File: src/rtl/batch_norm_stream_pkg.sv
`default_nettype none
// +--------------------------------------------------------------------------+
// | batch_norm_stream_pkg                                                    |
// | Shared defaults and helpers for the streaming batch-norm block.          |
// | Rev 1.0 - initial release                                                |
// +--------------------------------------------------------------------------+
package batch_norm_stream_pkg;

    localparam int BN_DATA_W    = 16;
    localparam int BN_FRAC_W    = 8;
    localparam int BN_NUM_CH    = 16;
    localparam int BN_SCALE_ONE = 1 << BN_FRAC_W;
    localparam int BN_SAT_MAX   = (1 << (BN_DATA_W - 1)) - 1;
    localparam int BN_SAT_MIN   = -(1 << (BN_DATA_W - 1));

    // Index compared at 32 bits so a table that fills its index space does not
    // collapse into a constant comparison.
    function automatic logic ch_in_range(input int unsigned idx, input int unsigned num_ch);
        return idx < num_ch;
    endfunction

endpackage
`default_nettype wire

File: src/rtl/bn_param_table.sv
`default_nettype none
// +--------------------------------------------------------------------------+
// | bn_param_table                                                           |
// | Per-channel mean/scale/bias registers, 1 write port, 1 registered read.  |
// | Rev 1.0 - initial release                                                |
// +--------------------------------------------------------------------------+
module bn_param_table
    import batch_norm_stream_pkg::*;
#(
    parameter int DATA_W = BN_DATA_W,
    parameter int FRAC_W = BN_FRAC_W,
    parameter int NUM_CH = BN_NUM_CH,
    parameter int CH_W   = $clog2(NUM_CH)
) (
    input  logic              clk,
    input  logic              rst,
    input  logic              i_we,
    input  logic [CH_W-1:0]   i_waddr,
    input  logic [DATA_W-1:0] i_wmean,
    input  logic [DATA_W-1:0] i_wscale,
    input  logic [DATA_W-1:0] i_wbias,
    input  logic              i_re,
    input  logic [CH_W-1:0]   i_raddr,
    output logic [DATA_W-1:0] o_mean,
    output logic [DATA_W-1:0] o_scale,
    output logic [DATA_W-1:0] o_bias
);

    localparam logic [DATA_W-1:0] c_SCALE_ONE = DATA_W'(1 << FRAC_W);

    logic [DATA_W-1:0] r_mean  [NUM_CH];
    logic [DATA_W-1:0] r_scale [NUM_CH];
    logic [DATA_W-1:0] r_bias  [NUM_CH];
    logic              w_wr_ok;
    logic              w_rd_ok;

    assign w_wr_ok = ch_in_range(32'(i_waddr), 32'(NUM_CH));
    assign w_rd_ok = ch_in_range(32'(i_raddr), 32'(NUM_CH));

    // Read and write share one edge, so a same-channel read sees the old entry.
    always_ff @(posedge clk) begin
        if (rst) begin
            for (int i = 0; i < NUM_CH; i++) begin
                r_mean[i]  <= '0;
                r_scale[i] <= c_SCALE_ONE;
                r_bias[i]  <= '0;
            end
            o_mean  <= '0;
            o_scale <= c_SCALE_ONE;
            o_bias  <= '0;
        end else begin
            if (i_we && w_wr_ok) begin
                r_mean[i_waddr]  <= i_wmean;
                r_scale[i_waddr] <= i_wscale;
                r_bias[i_waddr]  <= i_wbias;
            end
            if (i_re) begin
                if (w_rd_ok) begin
                    o_mean  <= r_mean[i_raddr];
                    o_scale <= r_scale[i_raddr];
                    o_bias  <= r_bias[i_raddr];
                end else begin
                    o_mean  <= '0;
                    o_scale <= c_SCALE_ONE;
                    o_bias  <= '0;
                end
            end
        end
    end

endmodule
`default_nettype wire

File: src/rtl/batch_norm_stream.sv
`default_nettype none
// +--------------------------------------------------------------------------+
// | batch_norm_stream                                                        |
// | 3-stage streaming y = sat((x - mean[c]) * scale[c] + bias[c]).           |
// | Option macro BN_FUSED_RELU_EN: clamp negative results to zero.           |
// | Rev 1.0 - initial release                                                |
// +--------------------------------------------------------------------------+
module batch_norm_stream
    import batch_norm_stream_pkg::*;
#(
    parameter int DATA_W = BN_DATA_W,
    parameter int FRAC_W = BN_FRAC_W,
    parameter int NUM_CH = BN_NUM_CH,
    parameter int CH_W   = $clog2(NUM_CH)
) (
    input  logic              clk,
    input  logic              rst,
    input  logic [DATA_W-1:0] s_data,
    input  logic [CH_W-1:0]   s_ch,
    input  logic              s_valid,
    output logic              s_ready,
    output logic [DATA_W-1:0] m_data,
    output logic [CH_W-1:0]   m_ch,
    output logic              m_valid,
    input  logic              m_ready,
    input  logic              cfg_we,
    input  logic [CH_W-1:0]   cfg_addr,
    input  logic [DATA_W-1:0] cfg_mean,
    input  logic [DATA_W-1:0] cfg_scale,
    input  logic [DATA_W-1:0] cfg_bias,
    output logic [15:0]       sat_cnt
);

    localparam int c_PROD_W = 2 * DATA_W + 1;
    localparam logic signed [c_PROD_W-1:0] c_HALF    = c_PROD_W'(2 ** (FRAC_W - 1));
    localparam logic signed [c_PROD_W-1:0] c_SAT_MAX = c_PROD_W'($signed({1'b0, {(DATA_W-1){1'b1}}}));
    localparam logic signed [c_PROD_W-1:0] c_SAT_MIN = c_PROD_W'($signed({1'b1, {(DATA_W-1){1'b0}}}));

    logic                       w_en;
    logic [DATA_W-1:0]          w_mean, w_scale, w_bias;
    logic                       r_s1_valid;
    logic [DATA_W-1:0]          r_s1_x;
    logic [CH_W-1:0]            r_s1_ch;
    logic signed [DATA_W:0]     w_diff;
    logic signed [c_PROD_W-1:0] w_prod;
    logic                       r_s2_valid;
    logic signed [c_PROD_W-1:0] r_s2_prod;
    logic [DATA_W-1:0]          r_s2_bias;
    logic [CH_W-1:0]            r_s2_ch;
    logic signed [c_PROD_W-1:0] w_sum;
    logic                       w_clip_hi, w_clip_lo;
    logic [DATA_W-1:0]          w_sat_data;
    logic [DATA_W-1:0]          w_out;

    // Whole pipe advances together; any stall at the output freezes every stage.
    assign w_en    = !m_valid || m_ready;
    assign s_ready = w_en && !rst;

    bn_param_table #(
        .DATA_W (DATA_W),
        .FRAC_W (FRAC_W),
        .NUM_CH (NUM_CH),
        .CH_W   (CH_W)
    ) u_table (
        .clk      (clk),
        .rst      (rst),
        .i_we     (cfg_we),
        .i_waddr  (cfg_addr),
        .i_wmean  (cfg_mean),
        .i_wscale (cfg_scale),
        .i_wbias  (cfg_bias),
        .i_re     (w_en),
        .i_raddr  (s_ch),
        .o_mean   (w_mean),
        .o_scale  (w_scale),
        .o_bias   (w_bias)
    );

    assign w_diff = $signed({r_s1_x[DATA_W-1], r_s1_x}) - $signed({w_mean[DATA_W-1], w_mean});
    assign w_prod = c_PROD_W'(w_diff) * c_PROD_W'($signed(w_scale));
    assign w_sum  = ((r_s2_prod + c_HALF) >>> FRAC_W) + c_PROD_W'($signed(r_s2_bias));

    always_comb begin
        w_clip_hi  = w_sum > c_SAT_MAX;
        w_clip_lo  = w_sum < c_SAT_MIN;
        w_sat_data = w_sum[DATA_W-1:0];
        if (w_clip_hi) begin
            w_sat_data = {1'b0, {(DATA_W-1){1'b1}}};
        end else if (w_clip_lo) begin
            w_sat_data = {1'b1, {(DATA_W-1){1'b0}}};
        end
`ifdef BN_FUSED_RELU_EN
        w_out = w_sat_data[DATA_W-1] ? '0 : w_sat_data;
`else
        w_out = w_sat_data;
`endif
    end

    always_ff @(posedge clk) begin
        if (rst) begin
            r_s1_valid <= 1'b0;
            r_s1_x     <= '0;
            r_s1_ch    <= '0;
            r_s2_valid <= 1'b0;
            r_s2_prod  <= '0;
            r_s2_bias  <= '0;
            r_s2_ch    <= '0;
            m_valid    <= 1'b0;
            m_data     <= '0;
            m_ch       <= '0;
            sat_cnt    <= '0;
        end else if (w_en) begin
            r_s1_valid <= s_valid;
            r_s1_x     <= s_data;
            r_s1_ch    <= s_ch;
            r_s2_valid <= r_s1_valid;
            r_s2_prod  <= w_prod;
            r_s2_bias  <= w_bias;
            r_s2_ch    <= r_s1_ch;
            m_valid    <= r_s2_valid;
            m_data     <= w_out;
            m_ch       <= r_s2_ch;
            if (r_s2_valid && (w_clip_hi || w_clip_lo) && (sat_cnt != 16'hFFFF)) begin
                sat_cnt <= sat_cnt + 16'd1;
            end
        end
    end

endmodule
`default_nettype wire

File: config.mk
export PLATFORM = sky130hd
export DESIGN_NAME = batch_norm_stream
export DESIGN_NICKNAME = d
export VERILOG_FILES = /design/src/rtl/batch_norm_stream_pkg.sv /design/src/rtl/bn_param_table.sv /design/src/rtl/batch_norm_stream.sv
export SDC_FILE = /design/constraint.sdc
export NUM_CORES = 2
export LEC_CHECK = 0
export CAP_MARGIN = 30
export CORE_UTILIZATION = 60
export CTS_BUF_LIST = sky130_fd_sc_hd__clkbuf_8
export DETAILED_ROUTE_END_ITERATION = 7
export PLACE_DENSITY = 0.73
export SLEW_MARGIN = 20
export SYNTH_ARGS = -nofsm -noshare
export SYNTH_HDL_FRONTEND = slang
export SYNTH_SLANG_ARGS = --single-unit
File: constraint.sdc
create_clock -name clk -period 10.2 [get_ports clk]
set_input_delay 1.02 -clock clk [delete_from_list [all_inputs] [get_ports clk]]
set_output_delay 1.02 -clock clk [all_outputs]
set_load 0.02 [all_outputs]
# Word level (Yosys, flattened, before mapping)
# Memory sizes are Yosys's and may differ from the RTL's. A register that Yosys moved wholly into a read port is not among the register bits.
# Index checks and enable logic that the tools add are counted.
dict set report op_classes {
  add_sub_neg 4
  n_mul 1
  div 0
  order_cmp 2
  n_eq_ne 1
  shift 0
  muxes 16
  bitwise_logic 0
  reduce_logical 11
}
# operator n
set op_table {}
lappend op_table {{2-to-1 mux 16 bit} 5}
lappend op_table {{OR reduction 16 bit} 3}
lappend op_table {{adder 33 x 9 -> 33 bit (second input constant)} 1}
lappend op_table {{multiplier 17 x 16 -> 33 bit} 1}
lappend op_table {{adder 25 x 16 -> 26 bit} 1}
lappend op_table {{> comparator 26 x 16 -> 1 bit (second input constant)} 1}
lappend op_table {{less-than comparator 26 x 16 -> 1 bit (second input constant)} 1}
lappend op_table {{subtractor 16 x 16 -> 17 bit} 1}
lappend op_table {{adder 16 x 1 -> 16 bit (second input constant)} 1}
lappend op_table {{!= test 16 bit (second input constant)} 1}
lappend op_table {{2-to-1 mux 4 bit} 3}
lappend op_table {{2-to-1 mux 1 bit} 8}
lappend op_table {{logical AND 1 bit} 3}
lappend op_table {{logical NOT 1 bit} 2}
lappend op_table {{logical OR 1 bit} 2}
lappend op_table {{AND reduction 2 bit} 1}
dict set report word_totals {
  reg_bits 112
  latch_bits 0
  ramBits 768
  romBits 0
  input_bits 77
  elab_cells 49
  mem_count 3
}
# memory depth word_bits read_ports rd_ports_with_merged_regs write_ports line_no
set mem_list {}
lappend mem_list {u_table.r_bias 16 16 1 1 16 bn_param_table.sv:33} ;# logic [DATA_W-1:0] r_bias [NUM_CH];
lappend mem_list {u_table.r_mean 16 16 1 1 16 bn_param_table.sv:31} ;# logic [DATA_W-1:0] r_mean [NUM_CH];
lappend mem_list {u_table.r_scale 16 16 1 1 16 bn_param_table.sv:32} ;# logic [DATA_W-1:0] r_scale [NUM_CH];

# Longest topological paths before layout
dict set report depth {
  word_depth 7
  mapped_depth 37
  mapped_depth_nobuf 36
}

# Modules after synthesis
# From an unflattened synthesis, not the netlist that was laid out.
dict set report hier_totals {
  cells_unflattened 4719
  area_unflattened_um2 53277.3
}
# mod instances cells_each area_each_um2 seq_area_each_um2
set by_module_without_submodules {}
lappend by_module_without_submodules {bn_param_table 1 2727 36491.2 24023.0}
lappend by_module_without_submodules {batch_norm_stream 1 1992 16786.1 2102.0}

# Least setup slack after synthesis
# OpenSTA, ideal clock, no wires.
dict set report synth_path {
  path_type {reg2reg}
  startpoint {reg r_s1_x[0]}
  endpoint {reg r_s2_prod[32]}
  setup_time_ns 0.086
  arrival_ns 7.963
  required_time_ns 10.114
  slack_ns 2.151
  path_stages_with_launch 33
  path_buffers 1
  path_cell_list {dfxtp_1 -> inv_1 -> ha_1 -> fa_1 -> nor2b_1 -> o21ai_0 -> a21boi_0 -> o21ai_0 -> a21boi_0 -> o2111ai_1 -> a311oi_1 -> o21ai_0 -> a31oi_1 -> clkbuf_1 -> nand2_1 -> fa_1 -> fa_1 -> fa_1 -> inv_1 -> fa_1 -> fa_1 -> inv_1 -> fa_1 -> inv_1 -> ha_1 -> a211o_1 -> o31ai_2 -> o21ai_1 -> a21oi_1 -> o2111ai_1 -> a21oi_1 -> xnor2_1 -> a211oi_1}
}
dict set report synth_via {
  elab_chain_len 2
}
# element line_no
set synth_rtl {}
lappend synth_rtl {{start: declaration} batch_norm_stream.sv:42} ;# logic [DATA_W-1:0] r_s1_x;
lappend synth_rtl {{start signal: assignment} batch_norm_stream.sv:114} ;# r_s1_x <= s_data;
lappend synth_rtl {{subtractor 16 x 16 -> 17 bit} batch_norm_stream.sv:79} ;# assign w_diff = $signed({r_s1_x[DATA_W-1], r_s1_x}) - $signed({w_mean[DATA_W-1], w_mean});
lappend synth_rtl {{multiplier 17 x 16 -> 33 bit} batch_norm_stream.sv:80} ;# assign w_prod = c_PROD_W'(w_diff) * c_PROD_W'($signed(w_scale));
lappend synth_rtl {{end signal: assignment} batch_norm_stream.sv:117} ;# r_s2_prod <= w_prod;
lappend synth_rtl {{end: declaration} batch_norm_stream.sv:47} ;# logic signed [c_PROD_W-1:0] r_s2_prod;
# No other way between the ends.
# A chain may end at the register's enable or synchronous reset.

# Worst setup path after layout
# Same ends and word-level chain as after synthesis.

==> results.cfg <==
[outcome]
status = finished, final reports clean

[place]
dp_hpwl_um = 77300
dp_cells = 5207
port_buffers = 114
place_congestion = 0.911
post_dp_cell_area_um2 = 54600

[final_layout]
area_growth_pct = 10.3
nNetsFinal = 4700
final_cells = 5493
fill_cells = 6196
final_cell_mix = 861 x and2_1, 768 x edfxtp_1, 419 x nand2_1
drive_above_1_share_pct = 13.0
seq_area_um2 = 26100
utilization_pct = 67.3
mostFrequentLayoutCell = and2_1
fin_area_um2 = 57700
multiInputGateArea_um2 = 24000

[critical_path]
r2r_cells = 32
worst_ep_arrival_time_ps = 10040
start_kind = flip-flop
r2r_start = r_s1_x[0]
cp.required_ps = 10920
max_stage_delay_ps = 630
rrSetupSlack_ps = 890
cpLargestDelayFamily = compound AO/OA/AOI/OAI gates
critPathKind = flip-flop to flip-flop
cp.depth = 32
cpMaxStageDelayCell = a31oi_1
path_common_cell = fa_1
crit_buf_inv = 5
reg2reg_to = r_s2_prod[32]
crit_end = r_s2_prod[32]
worst_setup_path_end_kind = flip-flop
cp_max_fo = 9
crit_start = r_s1_x[0]

[worst_hold_path]
hold_path_depth = 2
hold_class = flip-flop to flip-flop

[power]
power_switching_w = 0.00744
power_frac_comb_pct = 57.0
p_per_area_nw_per_um2 = 314
p_clk_share_pct = 17.6
p_int_w = 0.0106
peakVddDrop_mv = 0.700
seqPwrFrac_pct = 25.4
switching_share_pct = 41.2
p_leak_nw = 22.5

[clock_network]
cts_resized = 0
htree_num_levels = 4
post_cts_buffers = 0
cts_hold_repair.buffers = 0
cts_tree = built
path_clk_slew_ps = 60
max-clock-path-buffers = 3
clock-sinks = 921
cts_buffers = 154
cts_root_buf = clkbuf_8
clk_latency_ps = 840

[drt]
wl_per_cell_um = 24.4
route.detailed.drc = 0
num_vias = 32705
wirelength_um = 134000
vias_per_cell = 5.95
firstDrtPassIters = 6
initialDrtViolationCount = 3445
ant_nets = 0

[floorplan]
start_util_pct = 61.0
pin_count = 115
die_x_um = 297
die_area_um2 = 88300
die_h_um = 297
rows = 107
coreArea_um2 = 85700

[sta]
hold_violations = 0
setup_tns_ps = 0
worst_pin_slew_ps = 1070
final.period_utilization_pct = 91.3
relSlewSlack_pct = 28.8
setup_viol = 0
max_freq_mhz = 107
slew_viol_final = 0
period_needed_ps = 9310
rsz0062_at_grt = false
whs_ps = 445
clock_skew_ps = 53.1

[global_routing]
grt_max_degree = 88
grt_util_met3_pct = 6.73
grtUsageMet1_pct = 41.7
met2_usage_pct = 49.8
gr-usage-all-layers_pct = 30.9
antenna_found_initial = 14
overflow = 0
grt_pass1_vias = 33075
grt_pass1_wl_um = 202000
grt-busiest-layer = met2

[synthesis]
synthArstFlopShare_pct = 0
postSynthCellCount = 4170
synth_ff_type = edfxtp_1
yosys_warnings = 0
ys_seq_area_share_pct = 50.0
synth.distinct_cells = 67
synth_area_um2 = 52300
yosysTopAreaCell = edfxtp_1
syn_avg_cell_area_um2 = 12.5
synth_area_leaders = edfxtp_1 44%, fa_1 11%, mux4_2 10%, and2_1 10%, dfxtp_1 5.9%
synth_edf_count = 768
synth-seq-cells = 921
synth_top_area_share_pct = 44.1
synth_nets = 4648

[job]
cap_violations = 0
## Yosys cell counts, types with 5 or more instances
| cell type | number |
|---|---|
| a211oi_1 | 22 |
| a21o_1 | 18 |
| a21oi_1 | 159 |
| a31oi_1 | 7 |
| and2_1 | 861 |
| and3_1 | 20 |
| buf_1 | 24 |
| clkbuf_1 | 260 |
| dfxtp_1 | 153 |
| edfxtp_1 | 768 |
| fa_1 | 277 |
| ha_1 | 124 |
| inv_1 | 346 |
| mux4_2 | 240 |
| nand2_1 | 419 |
| nand2b_1 | 25 |
| nand3_1 | 35 |
| nand4_1 | 7 |
| nor2_1 | 95 |
| nor2b_1 | 39 |
| nor3_1 | 13 |
| nor4_1 | 7 |
| o211ai_1 | 6 |
| o21a_1 | 10 |
| o21ai_0 | 37 |
| o21ai_1 | 5 |
| o31ai_1 | 6 |
| or2_2 | 9 |
| or3_1 | 19 |
| or4_1 | 5 |
| xnor2_1 | 59 |
| xor2_1 | 21 |
## power groups by stage
stage	sequential, W	clock, W	combinational [W]
final	0.00459	0.00318	0.0103
after global routing	0.00462	0.00338	0.0116
after CTS	0.00459	0.00322	0.0103
after detailed placement	0.00467	0	0.0103
after global placement	0.00465	0	0.00996
after floorplan	0.00463	0	0.00800
## flip-flops by register name (all words and copies together), names as in the netlist
register and flops:
u_table.o_scale 16, m_ch 4, u_table.r_scale 256, u_table.o_bias 16, r_s1_valid 1, r_s2_prod 26, m_valid 1, r_s2_ch 4
u_table.o_mean 16, sat_cnt 16, m_data 16, r_s2_bias 16, r_s1_ch 4, r_s1_x 16, u_table.r_bias 256, r_s2_valid 1
u_table.r_mean 256
## how the worst min path moves through the flow
stage                                 start                 end  slack [ps]
after global placement    u_table.o_bias[2]   u_table.o_bias[2]         440
after CTS                               rst  u_table.o_scale[2]         440
after global routing      u_table.o_mean[3]   u_table.o_mean[3]         470
final                               m_ch[1]             m_ch[1]         440
after floorplan                   r_s1_x[0]           r_s1_x[0]         430
after detailed placement            m_ch[1]             m_ch[1]         440
## through the flow
stage	total power, W	setup WS (ps)
final	0.0181	887
after global routing	0.0196	203
after global placement	0.0146	1260
after detailed placement	0.0149	1030
after floorplan	0.0126	2150
after CTS	0.0182	967
## kinds of logic (layout without fill, tap and decap cells)
| logic type | after synthesis | in the layout | synth area share, % |
|---|---|---|---|
| AO/OA/AOI/OAI | 315 | 315 | 3.64 |
| other | 0 | 7 | 0 |
| flip-flops | 921 | 921 | 50.0 |
| adder cells (fa/ha/maj) | 401 | 401 | 13.6 |
| AND/OR/NAND/NOR | 1568 | 1568 | 16.3 |
| XOR/XNOR | 81 | 81 | 1.37 |
| multiplexers | 251 | 251 | 10.6 |
| buffers and inverters | 633 | 805 | 4.56 |
## cell type report
cell class	instances	area share (%)
Antenna cell	7	0.0304
Clock inverter	105	1.05
Clock buffer	171	4.08
Tap cell	1144	2.48
Inverter	346	2.25
Timing Repair Buffer	183	3.11
Multi-Input combinational cell	2616	41.7
Sequential cell	921	45.3
## worst register-to-register path: cells and delay by family (launching register included)
kind | cells | cell delay, ps
compound gates | 15 | 4200
simple gates | 2 | 210
xor+xnor | 1 | 90
flops | 1 | 320
fa+ha+maj | 9 | 3920
buf+inv | 5 | 470
## metal layers
metal,vias to the layer above,share of wire [%]
li1,14378,-
met1,16426,39
met2,1569,49
met3,316,9.3
met4,16,3.1
met5,-,0.073
Power figures use the tool's default switching activity.
